`src/rtl/mips_dbg_pkg.sv`:
```
// rtl/mips_dbg_pkg.sv - shared types and default timing for the MIPS execution controller
package mips_dbg_pkg;

  typedef enum logic [1:0] {
    IDLE  = 2'd0,
    RUN   = 2'd1,
    BREAK = 2'd2
  } run_state_t;

  // 10 ms debounce and 2 Hz free-run at 50 MHz
  localparam int DB_CYCLES_DEFAULT = 500_000;
  localparam int RUN_DIV_DEFAULT   = 25_000_000;

endpackage

```
`src/rtl/btn_debounce.sv`:
```
// rtl/btn_debounce.sv - 2-FF synchronizer, debounce filter and one-cycle press pulse
module btn_debounce #(
  parameter int DB_CYCLES = 500_000
) (
  input  logic clk,
  input  logic reset,
  input  logic raw,
  output logic level,
  output logic press
);

  localparam int CW = (DB_CYCLES > 1) ? $clog2(DB_CYCLES) : 1;
  localparam logic [CW-1:0] CNT_LAST = CW'(DB_CYCLES - 1);

  logic          sync_q1;
  logic          sync_q2;
  logic [CW-1:0] cnt;

  // cnt tracks how long the synced input has disagreed with the accepted level
  always_ff @(posedge clk) begin
    if (reset) begin
      sync_q1 <= 1'b0;
      sync_q2 <= 1'b0;
      level   <= 1'b0;
      press   <= 1'b0;
      cnt     <= '0;
    end else begin
      sync_q1 <= raw;
      sync_q2 <= sync_q1;
      press   <= 1'b0;
      if (sync_q2 == level) begin
        cnt <= '0;
      end else if (cnt == CNT_LAST) begin
        level <= sync_q2;
        press <= sync_q2;
        cnt   <= '0;
      end else begin
        cnt <= cnt + 1'b1;
      end
    end
  end

endmodule

```
`src/rtl/mips_step_ctrl.sv`:
```
// rtl/mips_step_ctrl.sv - step/run/breakpoint clock-enable controller with instruction counter
module mips_step_ctrl
  import mips_dbg_pkg::*;
#(
  parameter int DB_CYCLES = DB_CYCLES_DEFAULT,
  parameter int RUN_DIV   = RUN_DIV_DEFAULT,
  parameter int PC_W      = 8,
  parameter int CNT_W     = 32
) (
  input  logic             clk,
  input  logic             reset,
  input  logic             step_btn,
  input  logic             run_btn,
  input  logic             bp_en,
  input  logic [PC_W-1:0]  bp_addr,
  input  logic [PC_W-1:0]  pc,
  output logic             cpu_en,
  output run_state_t       state,
  output logic             halted,
  output logic [CNT_W-1:0] instr_count
);

  localparam int DIV_W = (RUN_DIV > 1) ? $clog2(RUN_DIV) : 1;
  localparam logic [DIV_W-1:0] DIV_LAST = DIV_W'(RUN_DIV - 1);

  logic             step_level;
  logic             step_press;
  logic             run_level;
  logic             run_press;
  run_state_t       state_d;
  logic             en_d;
  logic [DIV_W-1:0] div_q;
  logic [DIV_W-1:0] div_d;
  logic             skip_q;
  logic             skip_d;
  logic             div_wrap;
  logic             bp_hit;

  btn_debounce #(.DB_CYCLES(DB_CYCLES)) u_step_db (
    .clk   (clk),
    .reset (reset),
    .raw   (step_btn),
    .level (step_level),
    .press (step_press)
  );

  btn_debounce #(.DB_CYCLES(DB_CYCLES)) u_run_db (
    .clk   (clk),
    .reset (reset),
    .raw   (run_btn),
    .level (run_level),
    .press (run_press)
  );

  assign div_wrap = (div_q == DIV_LAST);
  assign bp_hit   = bp_en && (pc == bp_addr) && !skip_q;

  always_ff @(posedge clk) begin
    if (reset) begin
      state  <= IDLE;
      halted <= 1'b0;
      cpu_en <= 1'b0;
      div_q  <= '0;
      skip_q <= 1'b0;
    end else begin
      state  <= state_d;
      halted <= (state_d == BREAK);
      cpu_en <= en_d;
      div_q  <= div_d;
      skip_q <= skip_d;
    end
  end

  // run event always takes precedence over step event
  always_comb begin
    state_d = state;
    unique case (state)
      IDLE:    if (run_press) state_d = RUN;
      RUN: begin
        if (run_press)             state_d = IDLE;
        else if (div_wrap && bp_hit) state_d = BREAK;
      end
      BREAK: begin
        if (run_press)       state_d = RUN;
        else if (step_press) state_d = IDLE;
      end
      default: state_d = IDLE;
    endcase
  end

  always_comb begin
    en_d   = 1'b0;
    div_d  = '0;
    skip_d = skip_q;
    case (state)
      IDLE: begin
        if (!run_press && step_press) en_d = 1'b1;
      end
      RUN: begin
        if (!run_press) begin
          div_d = div_wrap ? '0 : div_q + 1'b1;
          if (div_wrap && !bp_hit) begin
            en_d   = 1'b1;
            skip_d = 1'b0;
          end
        end
      end
      BREAK: begin
        if (run_press)       skip_d = 1'b1;
        else if (step_press) en_d   = 1'b1;
      end
      default: ;
    endcase
    // a short RUN_DIV must still never produce back-to-back enables
    if (cpu_en) en_d = 1'b0;
  end

  always_ff @(posedge clk) begin
    if (reset)
      instr_count <= '0;
    else if (cpu_en && (instr_count != '1))
      instr_count <= instr_count + 1'b1;
  end

  assert property (@(posedge clk) disable iff (reset) step_press |-> step_level);
  assert property (@(posedge clk) disable iff (reset) run_press |-> run_level);

endmodule

```
`config.mk`:
```
export PLATFORM = sky130hd
export DESIGN_NAME = mips_step_ctrl
export DESIGN_NICKNAME = d
export VERILOG_FILES = /design/src/rtl/mips_dbg_pkg.sv /design/src/rtl/btn_debounce.sv /design/src/rtl/mips_step_ctrl.sv
export SDC_FILE = /design/constraint.sdc
export NUM_CORES = 1
export LEC_CHECK = 0
export ABC_AREA = 1
export CAP_MARGIN = 20
export CORE_MARGIN = 4
export CORE_UTILIZATION = 40
export CTS_CLUSTER_SIZE = 24
export DETAILED_ROUTE_END_ITERATION = 6
export SYNTH_ARGS = -nofsm -noshare
export SYNTH_HDL_FRONTEND = slang
export SYNTH_SLANG_ARGS = --single-unit
```
`constraint.sdc`:
```
create_clock -name clk -period 2.7 [get_ports clk]
set_clock_uncertainty 0.2 [all_clocks]
set_input_delay 0.675 -clock clk [delete_from_list [all_inputs] [get_ports clk]]
set_output_delay 0.675 -clock clk [all_outputs]
set_load 0.02 [all_outputs]
```
==> results.json <==
{
  "outcome": "finished clean",
  "critPathLaunch": "instr_count[25]$_SDFFE_PP0P_",
  "htree_levels": 3,
  "ys_types": 39,
  "cts.sinks": 108,
  "n_antenna_cell": 0,
  "synth_area_per_cell_um2": 6.75,
  "placed_cells": 1072,
  "fin_crit_sh": 0.876,
  "route.detailed.drc": 0,
  "synth_area_leader_cell": "dfxtp_1",
  "critPathArrivalTime_ns": 1.49,
  "wl_um": 12900,
  "cts_buffers": 9,
  "clk_latency_ns": 0.35,
  "synthFlopType": "dfxtp_1",
  "synthTopCellsByCount": "nand2_1 (219), nor2_1 (144), dfxtp_1 (108), inv_1 (101), a21oi_1 (49)",
  "nets": 928,
  "grt_remaining_overflow": 0,
  "ys_seq_area_frac": 0.379,
  "worstReg2RegStart": "instr_count[1]$_SDFFE_PP0P_",
  "final.min_clock_period_ns": 2.36,
  "holdWs_ns": 0.204,
  "drive_gt1_frac": 0.0540,
  "grt_antenna_before_repair": 0,
  "p_leak_nw": 2.32,
  "path_clk_slew_ns": 0.07,
  "rows": 43,
  "synth_warnings": 0,
  "postCtsSetupBuffers": 0,
  "io_buffers": 56,
  "cts_tree": "done",
  "grt_first_pass_wirelength_um": 21700,
  "wl_per_cell_um": 11.8,
  "die_w_um": 127,
  "top_level_ports": 57,
  "ys_ff_latch": 108,
  "crit_family": "buffers and inverters",
  "netlist_area_um2": 5700,
  "ant_nets": 0,
  "syn-num-nets": 870,
  "drtPass1Iterations": 5,
  "worstSetupStartpointType": "flip-flop",
  "gp_congestion": 0.837,
  "synthTopCellsByArea": "dfxtp_1 (38%), nand2_1 (14%), nor2_1 (9.5%), inv_1 (6.6%), xor2_1 (4.8%)",
  "setup_tns_ns": 0,
  "vias": 5164,
  "final-seq-area_um2": 2160,
  "critPathSlowestCell": "clkdlybuf4s50_1",
  "synth_top_area_share": 0.379,
  "final_cell_count_no_fill": 1087,
  "cp_num_buf_inv": 1,
  "holdCritPathClass": "reg -> reg",
  "post_cts_resized": 0,
  "synth_edf_count": 0,
  "drv_slew": 0,
  "fill_cells": 1429,
  "cts_hold_buf": 0,
  "worstSetupPathType": "reg -> out",
  "hpwl_um": 9600,
  "min_from": "u_run_db.sync_q1$_SDFF_PP0_",
  "end_kind": "output port",
  "clockBufferDepth": 2,
  "grt_max_degree": 33,
  "power_w": 0.00299,
  "dieArea_um2": 16200,
  "root_buffer": "clkbuf_16",
  "multi_input_area_um2": 3070,
  "place_ws_ns": 0.256,
  "synthCells": 845,
  "tightest_slew_ns": 0.625,
  "core_um2": 13900,
  "hold_viol": 0,
  "grt_pass1_vias": 4664,
  "synth_most_common_cell": "nand2_1",
  "powerDensity_nw_per_um2": 444,
  "vias_per_cell": 4.75,
  "initialDrtViolationCount": 367,
  "finalWorstSetupSlack_ns": 0.335,
  "async_reset_ff_frac": 0,
  "initial_utilization": 0.409,
  "grt_usage": 0.160,
  "rsz0062_at_grt": "false",
  "maxCapViolations": 0,
  "vdd_drop_max_v": 0.000372,
  "syn_to_final_growth_pct": 18.0,
  "setup_violations": 0,
  "crit_required_ns": 1.82,
  "fp.dieH_um": 127,
  "cp_max_fo": 7,
  "relSlewSlack": 0.582,
  "fmax_ghz": 0.423,
  "max_stage_delay_ns": 0.66,
  "path_cells": "clkdlybuf4s50_1"
}
==> cell usage in the layout, fill, tap and decap left out, drive strengths merged, types with 3 or more instances in the layout <==
master,Yosys,layout
nand3b,7,7
a21oi,50,50
inv,102,103
buf,10,5
nand2,225,225
nor3,26,26
nand4,27,27
xor2,31,31
dfxtp,108,108
clkdlybuf4s50,0,56
ha,4,4
nand3,39,39
nor3b,8,8
a31oi,3,3
nor4,3,3
nor2,154,154
xnor2,16,16
o21bai,3,3
or2,5,5
o21ai,15,15
clkbuf,4,10
==> per-stage QoR <==
stage / cell area [um2] / utilization
finish: 6730 / 0.483
global route: 6730 / 0.483
CTS: 6730 / 0.483
detailed placement: 6440 / 0.462
global placement: 6440 / 0.462
floorplan: 5700 / -
==> final cells by class <==
class                           instances  share of cell area
Multi-Input combinational cell        621               0.456
Sequential cell                       108               0.321
Timing Repair Buffer                   61              0.0889
Inverter                              102              0.0573
Clock buffer                           10              0.0340
Tap cell                              180              0.0335
Clock inverter                          5             0.00930
==> routing by layer <==
layer | share of wire | up-vias | global-route usage
met5 | 0 | - | 0
met4 | 0.0097 | 0 | 0.0341
met3 | 0.046 | 9 | 0.0397
met2 | 0.44 | 80 | 0.257
met1 | 0.50 | 2283 | 0.219
li1 | - | 2792 | -
==> worst register-to-register path, stage by stage, from the launching register on <==
cell and delay, ns:
dfxtp_1 0.40, ha_1 0.19, inv_1 0.11, nor2_4 0.18
nand2_2 0.11, nor2_4 0.20, nand2_4 0.09, nand2_8 0.17
inv_4 0.18, nand2_1 0.10, nand2_1 0.05, nand2_1 0.06
nor2_2 0.03
==> kinds of logic after synthesis <==
logic type,Yosys count,share of synthesized area
buf+inv,116,0.0831
compound gates,74,0.0709
simple gates,496,0.386
flops,108,0.379
fa+ha+maj,4,0.00877
xor+xnor,47,0.0722
==> state kept, by name, summed over array words and instances (netlist names), 2 cells and up <==
| register | cells |
|---|---|
| state | 2 |
| instr_count | 32 |
| u_run_db.cnt | 19 |
| u_step_db.cnt | 19 |
| div_q | 25 |
==> path summary, 6_finish.rpt <==
kind | endpoint | slack (ns) | cells past startpoint
setup / recovery | instr_count[25] | 0.34 | 1
hold reg to reg | u_run_db.sync_q2$_SDFF_PP0_ | 0.20 | 2
setup reg to reg | instr_count[18]$_SDFFE_PP0P_ | 0.53 | 12
hold / removal | u_run_db.sync_q2$_SDFF_PP0_ | 0.20 | 2
==> power breakdown <==
part           internal (W)  total (W)  leakage (nW)  switching, W
logic             0.0000394  0.0000744          1.32     0.0000350
clock network      0.000720    0.00132         0.135      0.000597
registers           0.00160    0.00160         0.870    0.00000207
(Power assumes the default switching activity.)
